[config.mk]
export PLATFORM = sky130hd
export DESIGN_NAME = mem_arbiter
export DESIGN_NICKNAME = d
export VERILOG_FILES = /design/src/rtl/mem_arb_pkg.sv /design/src/rtl/arb_tag_pipe.sv /design/src/rtl/mem_arbiter.sv
export SDC_FILE = /design/constraint.sdc
export NUM_CORES = 1
export LEC_CHECK = 0
export CORE_MARGIN = 2
export CORE_UTILIZATION = 45
export DETAILED_ROUTE_END_ITERATION = 12
export GPL_TIMING_DRIVEN = 0
export PLACE_DENSITY = 0.8
export SYNTH_ARGS = -nofsm -noshare
export SYNTH_HDL_FRONTEND = slang
export SYNTH_SLANG_ARGS = --single-unit
[constraint.sdc]
create_clock -name I_clock -period 2.4 [get_ports I_clock]
set_input_delay 0.48 -clock I_clock [delete_from_list [all_inputs] [get_ports I_clock]]
set_output_delay 0.48 -clock I_clock [all_outputs]
set_load 0.01 [all_outputs]
[src/rtl/mem_arb_pkg.sv]
// Shared types for the video/CPU single-port RAM arbiter: FSM states and
// the owner tags that travel alongside each issued memory read.
package mem_arb_pkg;

  typedef enum logic [1:0] {IDLE, PEND, WAIT, DONE} state_t;

  typedef enum logic {OWN_VID, OWN_CPU} owner_t;

  typedef struct packed {
    logic   valid;
    owner_t owner;
  } tag_t;

  localparam tag_t TAG_NONE = '{valid: 1'b0, owner: OWN_VID};

endpackage

[src/rtl/arb_tag_pipe.sv]
// Delay line for read-owner tags; its output lines up with the memory's
// read data so each returned byte can be steered to video or CPU.
module arb_tag_pipe
  import mem_arb_pkg::*;
#(
  parameter int P_mem_latency = 1
) (
  input  logic clk,
  input  logic srst,
  input  tag_t tag_in,
  output tag_t tag_out
);

  localparam int TW = $bits(tag_t);

  logic [TW*(P_mem_latency+1)-1:0] chain;

  assign chain[TW-1:0] = tag_in;

  generate
    for (genvar gi = 0; gi < P_mem_latency; gi++) begin : g_stage
      tag_t stage_reg;

      always_ff @(posedge clk) begin
        if (srst) begin
          stage_reg <= TAG_NONE;
        end else begin
          stage_reg <= tag_t'(chain[gi*TW +: TW]);
        end
      end

      assign chain[(gi+1)*TW +: TW] = stage_reg;
    end
  endgenerate

  assign tag_out = tag_t'(chain[P_mem_latency*TW +: TW]);

endmodule

[src/rtl/mem_arbiter.sv]
// Shares one single-port RAM between a strict-priority video fetch port and
// a one-deep queued CPU access; the CPU is held off through O_cpu_ready.
module mem_arbiter
  import mem_arb_pkg::*;
#(
  parameter int P_addr_bits    = 15,
  parameter int P_data_bits    = 8,
  parameter int P_mem_latency  = 1,
  parameter int P_starve_limit = 8
) (
  input  logic                   I_clock,
  input  logic                   I_reset,
  input  logic [P_addr_bits-1:0] I_vid_addr,
  input  logic                   I_vid_rden,
  output logic [P_data_bits-1:0] O_vid_data,
  input  logic [P_addr_bits-1:0] I_cpu_addr,
  input  logic                   I_cpu_rden,
  input  logic                   I_cpu_wren,
  input  logic [P_data_bits-1:0] I_cpu_data,
  output logic [P_data_bits-1:0] O_cpu_data,
  output logic                   O_cpu_ready,
  output logic [P_addr_bits-1:0] O_mem_addr,
  output logic                   O_mem_rden,
  output logic                   O_mem_wren,
  output logic [P_data_bits-1:0] O_mem_data,
  input  logic [P_data_bits-1:0] I_mem_data,
  output logic                   O_starve,
  output logic                   O_overrun
);

  localparam int CW = $clog2(P_starve_limit + 1);
  localparam logic [CW-1:0] STARVE_MAX = CW'(P_starve_limit);
  localparam logic [CW-1:0] CNT_ONE    = CW'(1);

  generate
    if (P_mem_latency < 1) begin : g_bad_latency
      $error("mem_arbiter: P_mem_latency must be at least 1");
    end
  endgenerate

  state_t                 state_reg;
  logic                   prev_req_reg;
  logic                   cpu_write_reg;
  logic [P_addr_bits-1:0] cpu_addr_reg;
  logic [P_addr_bits-1:0] mem_addr_reg;
  logic [P_data_bits-1:0] cpu_wdata_reg;
  logic [P_data_bits-1:0] cpu_rdata_reg;
  logic [P_data_bits-1:0] vid_data_reg;
  logic [CW-1:0]          wait_cnt_reg;
  logic                   starve_reg;
  logic                   overrun_reg;

  logic cpu_req, cpu_edge, vid_issue, cpu_issue, vid_hit, cpu_hit;
  tag_t tag_in, tag_out;

  assign cpu_req   = I_cpu_rden | I_cpu_wren;
  assign cpu_edge  = cpu_req & ~prev_req_reg;
  // Enables are gated by reset so nothing reaches the RAM in a reset cycle.
  assign vid_issue = I_vid_rden & ~I_reset;
  assign cpu_issue = ~I_vid_rden & (state_reg == PEND) & ~I_reset;

  always_comb begin
    O_mem_addr = mem_addr_reg;
    if (I_vid_rden) begin
      O_mem_addr = I_vid_addr;
    end else if (state_reg == PEND) begin
      O_mem_addr = cpu_addr_reg;
    end
  end

  assign O_mem_rden = vid_issue | (cpu_issue & ~cpu_write_reg);
  assign O_mem_wren = cpu_issue & cpu_write_reg;
  assign O_mem_data = cpu_wdata_reg;

  assign tag_in.valid = O_mem_rden;
  assign tag_in.owner = I_vid_rden ? OWN_VID : OWN_CPU;

  arb_tag_pipe #(
    .P_mem_latency(P_mem_latency)
  ) u_tag_pipe (
    .clk    (I_clock),
    .srst   (I_reset),
    .tag_in (tag_in),
    .tag_out(tag_out)
  );

  assign vid_hit = tag_out.valid & (tag_out.owner == OWN_VID);
  assign cpu_hit = tag_out.valid & (tag_out.owner == OWN_CPU);

  // Video sees RAM data directly so its latency equals a dedicated port.
  assign O_vid_data  = vid_hit ? I_mem_data : vid_data_reg;
  assign O_cpu_data  = cpu_rdata_reg;
  assign O_cpu_ready = (state_reg == IDLE);
  assign O_starve    = starve_reg;
  assign O_overrun   = overrun_reg;

  always_ff @(posedge I_clock) begin
    if (I_reset) begin
      state_reg     <= IDLE;
      prev_req_reg  <= 1'b0;
      cpu_write_reg <= 1'b0;
      cpu_addr_reg  <= '0;
      mem_addr_reg  <= '0;
      cpu_wdata_reg <= '0;
      cpu_rdata_reg <= '0;
      vid_data_reg  <= '0;
      wait_cnt_reg  <= '0;
      starve_reg    <= 1'b0;
      overrun_reg   <= 1'b0;
    end else begin
      prev_req_reg <= cpu_req;
      mem_addr_reg <= O_mem_addr;
      if (vid_hit) vid_data_reg <= I_mem_data;
      if (cpu_hit) cpu_rdata_reg <= I_mem_data;
      if (cpu_edge && state_reg != IDLE) overrun_reg <= 1'b1;

      case (state_reg)
        IDLE: begin
          if (cpu_edge) begin
            cpu_addr_reg  <= I_cpu_addr;
            cpu_wdata_reg <= I_cpu_data;
            cpu_write_reg <= I_cpu_wren;
            wait_cnt_reg  <= '0;
            state_reg     <= PEND;
          end
        end
        PEND: begin
          if (cpu_issue) begin
            state_reg <= cpu_write_reg ? DONE : WAIT;
          end else begin
            if (wait_cnt_reg != STARVE_MAX) wait_cnt_reg <= wait_cnt_reg + CNT_ONE;
            if (wait_cnt_reg + CNT_ONE >= STARVE_MAX) starve_reg <= 1'b1;
          end
        end
        WAIT: begin
          if (cpu_hit) state_reg <= DONE;
        end
        default: begin
          state_reg <= IDLE;
        end
      endcase
    end
  end

endmodule

==> metrics.txt, run 1 <==
f_max=421 MHz; clock transition at the registers of the reported paths=0.07 ns; Post-Route Setup TNS=0 ns; synth top area cells=dfxtp_1, nand2_1, a21oi_1; WP data arrival=1.90 ns; CTS H-Tree Depth=3; ys async rst share=0%; #FFs+latches synth=66; XOR/XNOR share of the synthesized area=0.322%; sequential share of the synthesized area=48.6%; adder and majority gate portion of the synthesized area=2.76%; setup violators final=0; Slew @ Worst Pin=0.543 ns; Final Critical Period=2.38 ns; gpl congestion=0.869; CTS root buf=clkbuf_8; FF-to-FF setup slack=0.43 ns; sw frac=31.0%; clock network power share=29.5%; largest net degree at the start of global routing=12; layout cells sized above 1=11.3%; R2R Path End=cpu_addr_reg[11]$_SDFFE_PP0P_; commonest cells in the netlist=nand2_1, dfxtp_1, a21oi_1; synthesized net count=378; cts bufs inserted=9; Die Ht=81.8 um; Slew Limit Fails=0; Crit path required time=1.92 ns; Yosys top cell by area=dfxtp_1; fin crit share=99.0%; post-synthesis simple-gate area fraction=21.0%; final wirelength=7160 um; first-pass iteration count of the detailed router=4; starting density of the core=46.2%; Netlist cell types=29; Overflow after GRT=0; P per Cell Area=864 nW/um^2; DRC violations left=0; Hold Crit Class=reg -> reg; DIE WIDTH=81.8 um; hold worst-path end=O_cpu_data[2]$_SDFFE_PP0P_; CP delay by family, top=buffers and inverters; Port Buf Inserts=94; Ports=95; Final ANT Viol Nets=0; Setup CP Type=reg -> out; total number of vias=2573; ys flop type=dfxtp_1; crit path cell chain=ha_1 > clkbuf_4 > buf_6 > mux2i_1 > o21ai_1 > dlygate4sd2_1; GRT Resource Usage Total=21.7%; R2R cell count=8; initial antenna violation count=0; max_slew headroom=63.8%; Pint=2390 uW; post-detail-place hpwl=5250 um; latest clock arrival within the worst-skew pair=0.34 ns; wire length per cell=14.1 um; vias in the first global route=2426; Setup crit end kind=output pin; Place WS=-0.589 ns; Area Growth Syn to Fin=47.8%; Max-Cap Viols=0; Slowest cell on crit path=dfxtp_1; Layout Skew=0.00522 ns; most common cell in the netlist=nand2_1; max incr delay on CP=0.39 ns; Worst Hold Depth=2; status=finished, final reports clean; setup ws final=0.0238 ns; HP Start=O_cpu_data[2]$_SDFFE_PP0P_; worst-path maximum fanout=10; CP startpoint kind=register; CTS tree=done; Synth top area share=48.6%; synth warn=0; final-layout fill cell count=489; post-synthesis compound-gate area fraction=13.0%; Gate power share=32.7%; RR Startpoint=state_reg[0]$_SDFFE_PP0P_; diode count=0; Fin. Hold Viols=0; multiplexer share of the synthesized area=9.93%; Core Box Area=5890 sq um; first-iteration detailed-routing DRC count=153; die area=6690 sq um; Max clock buf depth=2; number of enable flip-flop cells after synthesis=0; Worst VDD drop=0.459 mV; first-pass GRT wire length=11000 um; Sw Pwr=1080 uW; Pleak=0.00163 uW; WP depth=6; final net count=484; sequential share of power=37.8%; # clock sinks=66; cell area after synthesis=2720 sq um; Hold Slack=0.455 ns; Gate Count Post-Synth=321; largest family of logic cells by synthesized area=simple AND/OR/NAND/NOR gates; # rows=28; syn avg cell area=8.48 sq um; crit path buf inv count=3; DR vias/cell=5.07; RSZ-0062 raised after global routing=true
==> metrics by stage <==
| step | total power (uW) | cells | util, % | area [sq um] |
|---|---|---|---|---|
| 3_5_place_dp | 2430 | 490 | 63.8 | 3760 |
| 2_1_floorplan | 1980 | 321 | - | 2720 |
| 4_1_cts | 3460 | 505 | 68.0 | 4000 |
| 5_1_grt | 3660 | 507 | 68.3 | 4020 |
| 3_3_place_gp | 2390 | 490 | 63.8 | 3760 |
| 6_report | 3470 | 507 | 68.3 | 4020 |
==> final cells by class <==
type | instances | area [sq um] | share of cell area [%]
clock inverter | 5 | 77.6 | 1.93
timing repair buffer | 96 | 927 | 23.1
clock buffer | 11 | 141 | 3.52
buffer | 21 | 135 | 3.36
sequential | 66 | 1320 | 32.9
inverter | 8 | 30.0 | 0.747
multi-input combinational | 225 | 1290 | 32.2
tap | 75 | 93.8 | 2.33
==> worst max-delay path by stage <==
stage                              startpoint            end  slack [ns]
floorplan           state_reg[1]$_SDFFE_PP0P_  O_mem_addr[0]        0.59
global placement                      I_reset     O_mem_rden       -0.58
detailed placement                    I_reset     O_mem_rden       -0.59
CTS                 state_reg[1]$_SDFFE_PP0P_  O_mem_addr[9]        0.02
global route        state_reg[1]$_SDFFE_PP0P_  O_mem_addr[8]       -0.04
finish              state_reg[0]$_SDFFE_PP0P_  O_mem_addr[0]        0.02
==> tightest hold or removal path, stage by stage, from the launching register on <==
cell	delay, ns
dfxtp_1	0.31
nand2_1	0.05
a21oi_1	0.05
==> logic make-up (layout without fill, tap and decap cells) <==
| kind of cell | Yosys count | in the layout |
|---|---|---|
| DFF | 66 | 66 |
| xor gates and xnor gates | 1 | 1 |
| buffers and inverters | 30 | 141 |
| muxes | 26 | 26 |
| and+or+nand+nor | 128 | 128 |
| adders and majority gates | 6 | 6 |
| AOI/OAI and AO/OA | 64 | 64 |
==> cell usage in the layout, fill, tap and decap left out, drive strengths merged, types with 2 or more instances in the layout <==
cell,count
a21oi,37
mux2,8
mux2i,18
ha,6
nand2,76
nand3,9
clkdlybuf4s50,72
nand2b,2
nor2b,23
inv,8
dlygate4sd2,13
dfxtp,66
o21ai,18
a211oi,2
bufinv,2
clkdlybuf4s15,2
clkbuf,27
dlymetal6s2s,3
clkinv,2
nor2,14
buf,11
==> routing by layer <==
layer / vias up / global-route usage, % / routed length (um)
met5: - / 0 / 0
li1: 1275 / - / -
met3: 10 / 5.27 / 593
met2: 101 / 37.6 / 3450
met1: 1187 / 25.5 / 3020
met4: 0 / 9.00 / 93
==> repair_timing <==
action | in CTS | in global routing
endpoints found under the setup margin | 25 | 21
setup buffers | 0 | 2
gates cloned | 0 | 0
hold buffers | 0 | 0
gates resized for setup | 42 | 23
hold endpoints to repair | 0 | 0
==> power by group through the flow <==
stage | logic [uW] | registers (uW) | clock network, uW
final | 1140 | 1310 | 1020
after CTS | 1110 | 1310 | 1040
after global placement | 1060 | 1330 | 0
after detailed placement | 1100 | 1330 | 0
after global routing | 1240 | 1330 | 1090
after floorplan | 648 | 1330 | 0
Note: power is estimated with default switching activity, not from simulation.
==> run 2: changes to the inputs <==
--- a/config.mk
+++ b/config.mk
@@ -10,5 +10,5 @@
 export DETAILED_ROUTE_END_ITERATION = 12
 export GPL_TIMING_DRIVEN = 0
-export PLACE_DENSITY = 0.8
+export PLACE_DENSITY = 0.79
 export SYNTH_ARGS = -nofsm -noshare
 export SYNTH_HDL_FRONTEND = slang
==> constraint.sdc (replaced) <==
create_clock -name I_clock -period 2.4 [get_ports I_clock]
set_input_delay 0.24 -clock I_clock [delete_from_list [all_inputs] [get_ports I_clock]]
set_output_delay 0.24 -clock I_clock [all_outputs]
set_load 0.01 [all_outputs]
==> run 2 against run 1 <==
Count of clock-buffer cells in the layout decreased by 2. Wire length decreased by 5.8%. Final cell count decreased by 0.39%. Flip-flop and latch count unchanged. Worst hold slack got worse by 0.0087 ns. Clock skew increased by 0.0039 ns.
==> metrics.txt, run 2 (same netlist as run 1, synthesis figures left out) <==
initial antenna violation count=0 (unchanged); Setup crit end kind=output pin (unchanged); status=finished, final reports clean (unchanged); crit path cell chain=inv_1 > ha_1 > buf_2 > buf_2 > mux2i_1 > o21ai_1 > dlygate4sd2_1 (was ha_1 > clkbuf_4 > buf_6 > mux2i_1 > o21ai_1 > dlygate4sd2_1); layout cells sized above 1=9.07% (was 11.3%); Final Critical Period=2.30 ns (was 2.38 ns); Port Buf Inserts=94 (unchanged); diode count=0 (unchanged); WP data arrival=2.06 ns (was 1.90 ns); DRC violations left=0 (unchanged); wire length per cell=13.4 um (was 14.1 um); starting density of the core=46.2% (unchanged); setup violators final=0 (unchanged); Core Box Area=5890 sq um (unchanged); # rows=28 (unchanged); GRT Resource Usage Total=20.7% (was 21.7%); CTS tree=done (unchanged); Top cell by count, worst path=buf_2; commonest non-fill, non-tap cells in the layout=clkdlybuf4s50_1, nand2_1, dfxtp_1 (was nand2_1, clkdlybuf4s50_1, dfxtp_1); Fin. Hold Viols=0 (unchanged); total power=3400 uW (was 3470 uW); final wirelength=6740 um (was 7160 um); commonest non-fill, non-tap cell in the layout=clkdlybuf4s50_1 (was nand2_1); Post-Route Setup TNS=0 ns (unchanged); Max clock buf depth=2 (unchanged); post-detail-place hpwl=4950 um (was 5250 um); sw frac=31.3% (was 31.0%); DIE WIDTH=81.8 um (unchanged); clock network power share=29.9% (was 29.5%); fin crit share=95.6% (was 99.0%); worst-path maximum fanout=10 (unchanged); max_slew headroom=65.9% (was 63.8%); f_max=436 MHz (was 421 MHz); Setup CP Type=reg -> out (unchanged); CTS H-Tree Depth=3 (unchanged); Final ANT Viol Nets=0 (unchanged); Area Growth Syn to Fin=45.6% (was 47.8%); vias in the first global route=2293 (was 2426); RSZ-0062 raised after global routing=false (was true); Gate power share=31.7% (was 32.7%); largest net degree at the start of global routing=13 (was 12); sequential share of power=38.5% (was 37.8%); Pleak=0.00155 uW (was 0.00163 uW); P per Cell Area=858 nW/um^2 (was 864 nW/um^2); first-pass iteration count of the detailed router=5 (was 4); CTS root buf=clkbuf_8 (unchanged); DR vias/cell=4.95 (was 5.07); Die Ht=81.8 um (unchanged); Layout Skew=0.00915 ns (was 0.00522 ns); Slowest cell on crit path=dfxtp_1 (unchanged); Max-Cap Viols=0 (unchanged); Ports=95 (unchanged); die area=6690 sq um (unchanged); Slew @ Worst Pin=0.512 ns (was 0.543 ns); Sw Pwr=1070 uW (was 1080 uW); gpl congestion=0.785 (was 0.869); CP startpoint kind=register (unchanged); Worst VDD drop=0.512 mV (was 0.459 mV); Slew Limit Fails=0 (unchanged); Overflow after GRT=0 (unchanged); Hold Crit Class=in -> reg (was reg -> reg); max incr delay on CP=0.34 ns (was 0.39 ns); first-pass GRT wire length=10600 um (was 11000 um); Crit path required time=2.16 ns (was 1.92 ns); latest clock arrival within the worst-skew pair=0.35 ns (was 0.34 ns); first-iteration detailed-routing DRC count=96 (was 153); clock transition at the registers of the reported paths=0.07 ns (about the same); final net count=482 (was 484); cts bufs inserted=9 (unchanged); # clock sinks=66 (unchanged); total number of vias=2502 (was 2573); Pint=2330 uW (was 2390 uW)
run 2: cell types whose count changed in the layout (fill, tap and decap cells not counted), moves of 3 or more:
| cell | before | now |
|---|---|---|
| clkbuf_8 | 12 | 9 |
| o21ai_1 | 9 | 5 |
| clkdlybuf4s50_1 | 72 | 79 |
| clkbuf_2 | 6 | 1 |
| buf_4 | 4 | 1 |
| o21ai_0 | 9 | 13 |
| dlymetal6s2s_1 | 3 | 0 |
| buf_2 | 3 | 7 |
run 2: critical path: cells and delay by family (launching register included):
family	cells	cell delay, ns
adders and majority gates	1	0.13
DFF	1	0.34
AOI/OAI and AO/OA	1	0.11
buffers and inverters	4	0.84
muxes	1	0.28
run 2: layer usage:
metal / share of wire [%] / global-route usage [%] / wire length, um
met5: 0 / 0 / 0
met4: 1.7 / 7.17 / 117
met3: 8.9 / 6.92 / 600
met2: 46 / 34.2 / 3100
met1: 43 / 25.2 / 2930
run 2: final cells by class:
cell class	instances	area, sq um
Sequential cell	66	1320
Clock inverter	7	93.8
Timing Repair Buffer	94	922
Tap cell	75	93.8
Multi-Input combinational cell	225	1280
Clock buffer	9	124
Fill cell	498	1920
Inverter	8	30.0
Buffer	21	92.6
run 2: through the flow:
| stage | util, % | instance area (sq um) | cells | worst slack [ns] | hold slack [ns] |
|---|---|---|---|---|---|
| floorplan | - | 2720 | 321 | 0.608 | 0.356 |
| global placement | 63.8 | 3760 | 490 | -0.116 | 0.441 |
| detailed placement | 63.8 | 3760 | 490 | -0.104 | 0.446 |
| CTS | 67.2 | 3960 | 505 | 0.00919 | 0.432 |
| global route | 67.3 | 3960 | 505 | 0.000985 | 0.445 |
| finish | 67.3 | 3960 | 505 | 0.105 | 0.446 |
run 2: worst paths after layout:
| check | startpoint | to | slack [ns] | cells past startpoint |
|---|---|---|---|---|
| worst min register to register | O_mem_data[6]$_SDFFE_PP0P_ | O_mem_data[6]$_SDFFE_PP0P_ | 0.45 | 2 |
| worst min-delay path | I_cpu_addr[10] | cpu_addr_reg[10]$_SDFFE_PP0P_ | 0.45 | 3 |
| worst max-delay path | state_reg[1]$_SDFFE_PP0P_ | O_mem_addr[7] | 0.10 | 7 |
| worst max register to register | state_reg[1]$_SDFFE_PP0P_ | wait_cnt_reg[0]$_SDFFE_PP0P_ | 0.40 | 8 |
run 2: power by group through the flow:
stage                     combinational [uW]  clock [uW]  sequential [uW]
final                                   1080        1020             1310
after global placement                  1070           0             1330
after CTS                               1070        1030             1310
after floorplan                          648           0             1330
after detailed placement                1090           0             1330
after global routing                    1190        1080             1320
run 2: what timing repair did:
| item | 4_1_cts | 5_1_grt |
|---|---|---|
| hold buffers | 0 | 0 |
| buffers inserted | 0 | 0 |
| setup endpoints to repair | 24 | 5 |
| resized for setup | 19 | 8 |
| hold endpoints to repair | 0 | 0 |
==> run 3: changes to the inputs <==
Settings changed: PLACE_DENSITY 0.79 to unset, PLACE_DENSITY_LB_ADDON set to 0.3, SLEW_MARGIN set to 20.
==> run 3 against run 2 <==
Cell area shrank 1.7%. Global-route usage grew 0.55 points. Wire length grew 0.68%. Via count grew 0.48%. Count of clock-buffer cells in the layout grew 2. Die area is the same. Final cell count shrank 0.20%. Critical path depth shrank 2. Register-to-register slack gained 0.08 ns. Worst hold slack gained 0.0049 ns. Combinational power is essentially flat. Maximum frequency shrank 1.8%. Largest power group unchanged. Highest routed layer unchanged.
==> metrics.txt, run 3 (same netlist as run 1, synthesis figures left out) <==
commonest non-fill, non-tap cell in the layout=clkdlybuf4s50_1 (unchanged); Core Box Area=5890 sq um (unchanged); Max-Cap Viols=0 (unchanged); CP startpoint kind=input port (was register); max_slew headroom=62.9% (was 65.9%); DIE WIDTH=81.8 um (unchanged); Hold Crit Class=in -> reg (unchanged); final-layout fill cell count=531 (was 498); crit path buf inv count=4 (unchanged); Area Growth Syn to Fin=43.1% (was 45.6%); Overflow after GRT=0 (unchanged); Layout Skew=0.00830 ns (was 0.00915 ns); Slowest cell on crit path=clkdlybuf4s50_1 (was dfxtp_1); largest net degree at the start of global routing=11 (was 13); hold worst-path end=cpu_addr_reg[10]$_SDFFE_PP0P_ (unchanged); # clock sinks=66 (unchanged); Max clock buf depth=2 (unchanged); final net count=482 (unchanged); RSZ-0062 raised after global routing=true (was false); Setup CP Type=in -> out (was reg -> out); final wirelength=6790 um (was 6740 um); fin crit share=97.4% (was 95.6%); CP delay by family, top=buffers and inverters (unchanged); commonest non-fill, non-tap cells in the layout=clkdlybuf4s50_1, nand2_1, dfxtp_1 (unchanged); Worst Hold Depth=3 (unchanged); WP data arrival=2.10 ns (was 2.06 ns); vias in the first global route=2288 (was 2293); status=finished, final reports clean (unchanged); Post-CTS Setup Bufs=0 (unchanged); # rows=28 (unchanged); post-detail-place hpwl=5040 um (was 4950 um); first-pass iteration count of the detailed router=4 (was 5); Final Critical Period=2.34 ns (was 2.30 ns); R2R Path End=wait_cnt_reg[0]$_SDFFE_PP0P_ (unchanged); P per Cell Area=804 nW/um^2 (was 858 nW/um^2); Slew @ Worst Pin=0.557 ns (was 0.512 ns); wire length per cell=13.5 um (was 13.4 um); Place WS=-0.157 ns (was -0.104 ns); Crit path required time=2.16 ns (about the same); gpl congestion=0.809 (was 0.785); cts bufs inserted=9 (unchanged); RR Startpoint=state_reg[1]$_SDFFE_PP0P_ (unchanged); max incr delay on CP=0.56 ns (was 0.34 ns); f_max=428 MHz (was 436 MHz); Slew Limit Fails=0 (unchanged); initial antenna violation count=0 (unchanged); Placement Cell Area=3760 sq um (unchanged); CTS H-Tree Depth=3 (unchanged); Port Buf Inserts=94 (unchanged); Pleak=0.00153 uW (was 0.00155 uW); DR vias/cell=4.99 (was 4.95); Ports=95 (unchanged); CTS root buf=clkbuf_8 (unchanged); Multi-input gate area=1280 sq um (unchanged); setup ws final=0.0623 ns (was 0.105 ns); crit path from=I_reset (was state_reg[1]$_SDFFE_PP0P_); clock transition at the registers of the reported paths=0.07 ns (about the same); register area=1320 sq um (unchanged); Setup crit end kind=output pin (unchanged); Worst VDD drop=0.469 mV (was 0.512 mV); first-pass GRT wire length=10500 um (was 10600 um); die area=6690 sq um (unchanged); FF-to-FF setup slack=0.48 ns (was 0.40 ns); crit path cell chain=clkdlybuf4s50_1 > clkbuf_1 > buf_2 > nor2_1 > clkdlybuf4s50_1 (was inv_1 > ha_1 > buf_2 > buf_2 > mux2i_1 > o21ai_1 > dlygate4sd2_1); starting density of the core=46.2% (unchanged); R2R cell count=8 (unchanged); DRC violations left=0 (unchanged); diode count=0 (unchanged); CTS tree=done (unchanged); Top cell by count, worst path=clkdlybuf4s50_1 (was buf_2); GRT Resource Usage Total=21.3% (was 20.7%); utilization after layout=66.2% (was 67.3%); layout cells sized above 1=8.16% (was 9.07%); latest clock arrival within the worst-skew pair=0.34 ns (was 0.35 ns); Die Ht=81.8 um (unchanged); setup violators final=0 (unchanged); worst-path maximum fanout=10 (unchanged); Fin. Hold Viols=0 (unchanged); Layout Cell Area excl Fill=3890 sq um (was 3960 sq um); total number of vias=2514 (was 2502); first-iteration detailed-routing DRC count=76 (was 96); Final ANT Viol Nets=0 (unchanged); HP Start=I_cpu_addr[10] (unchanged)
-- run 3: cell count changes in the layout (fill, tap and decap cells not counted), moves of 2 or more --
cell / change
bufinv_16: -2
o21ai_0: -2
clkinvlp_4: -2
clkbuf_1: +3
o21ai_1: +2
clkinv_2: +2
-- run 3: area by class of cell --
| class | instances | share of cell area [%] |
|---|---|---|
| Inverter | 8 | 0.771 |
| Clock buffer | 11 | 3.37 |
| Tap cell | 75 | 2.41 |
| Clock inverter | 4 | 0.514 |
| Timing Repair Buffer | 94 | 23.7 |
| Buffer | 21 | 2.35 |
| Multi-Input combinational cell | 225 | 33.0 |
| Sequential cell | 66 | 33.9 |
-- run 3: metal layers --
metal,vias up,track usage [%],wire [um]
met1,1166,24.8,2830
met5,-,0,0
met2,80,35.4,3300
met3,6,8.79,584
li1,1262,-,-
met4,0,6.83,72
-- run 3: worst max-delay path by stage --
stage / slack, ns / to / cells past startpoint
final: 0.06 / O_mem_rden / 5
after CTS: 0.03 / O_mem_rden / 5
after detailed placement: -0.16 / O_mem_rden / 5
after global placement: -0.15 / O_mem_rden / 5
after global routing: -0.06 / O_mem_rden / 5
after floorplan: 0.61 / wait_cnt_reg[2]$_SDFFE_PP0P_ / 6
-- run 3: stage by stage --
stage / std cells / hold slack [ns] / power (uW) / TNS (ns)
floorplan: 321 / 0.356 / 1980 / 0
global placement: 490 / 0.442 / 2400 / -0.152
detailed placement: 490 / 0.448 / 2430 / -0.157
CTS: 504 / 0.441 / 3150 / 0
global route: 504 / 0.452 / 3330 / -0.0593
finish: 504 / 0.451 / 3130 / 0
-- run 3: where the power goes --
part	switching, uW	total, uW	internal, uW	leakage [uW]
clock	386	748	362	0.0000827
combinational	562	1080	515	0.000905
sequential	69.7	1310	1240	0.000541
-- run 3: worst register-to-register path: cells and delay by family (launching register included) --
| family | cells | cell delay [ns] |
|---|---|---|
| DFF | 1 | 0.34 |
| and+or+nand+nor | 1 | 0.08 |
| AOI/OAI and AO/OA | 3 | 0.77 |
| adders and majority gates | 1 | 0.13 |
| buffers and inverters | 3 | 0.51 |
-- run 3: what timing repair did --
| action | in CTS | in global routing |
|---|---|---|
| endpoints found under the setup margin | 24 | 11 |
| hold endpoints to repair | 0 | 0 |
| hold buffers | 0 | 0 |
| resized for setup | 22 | 4 |
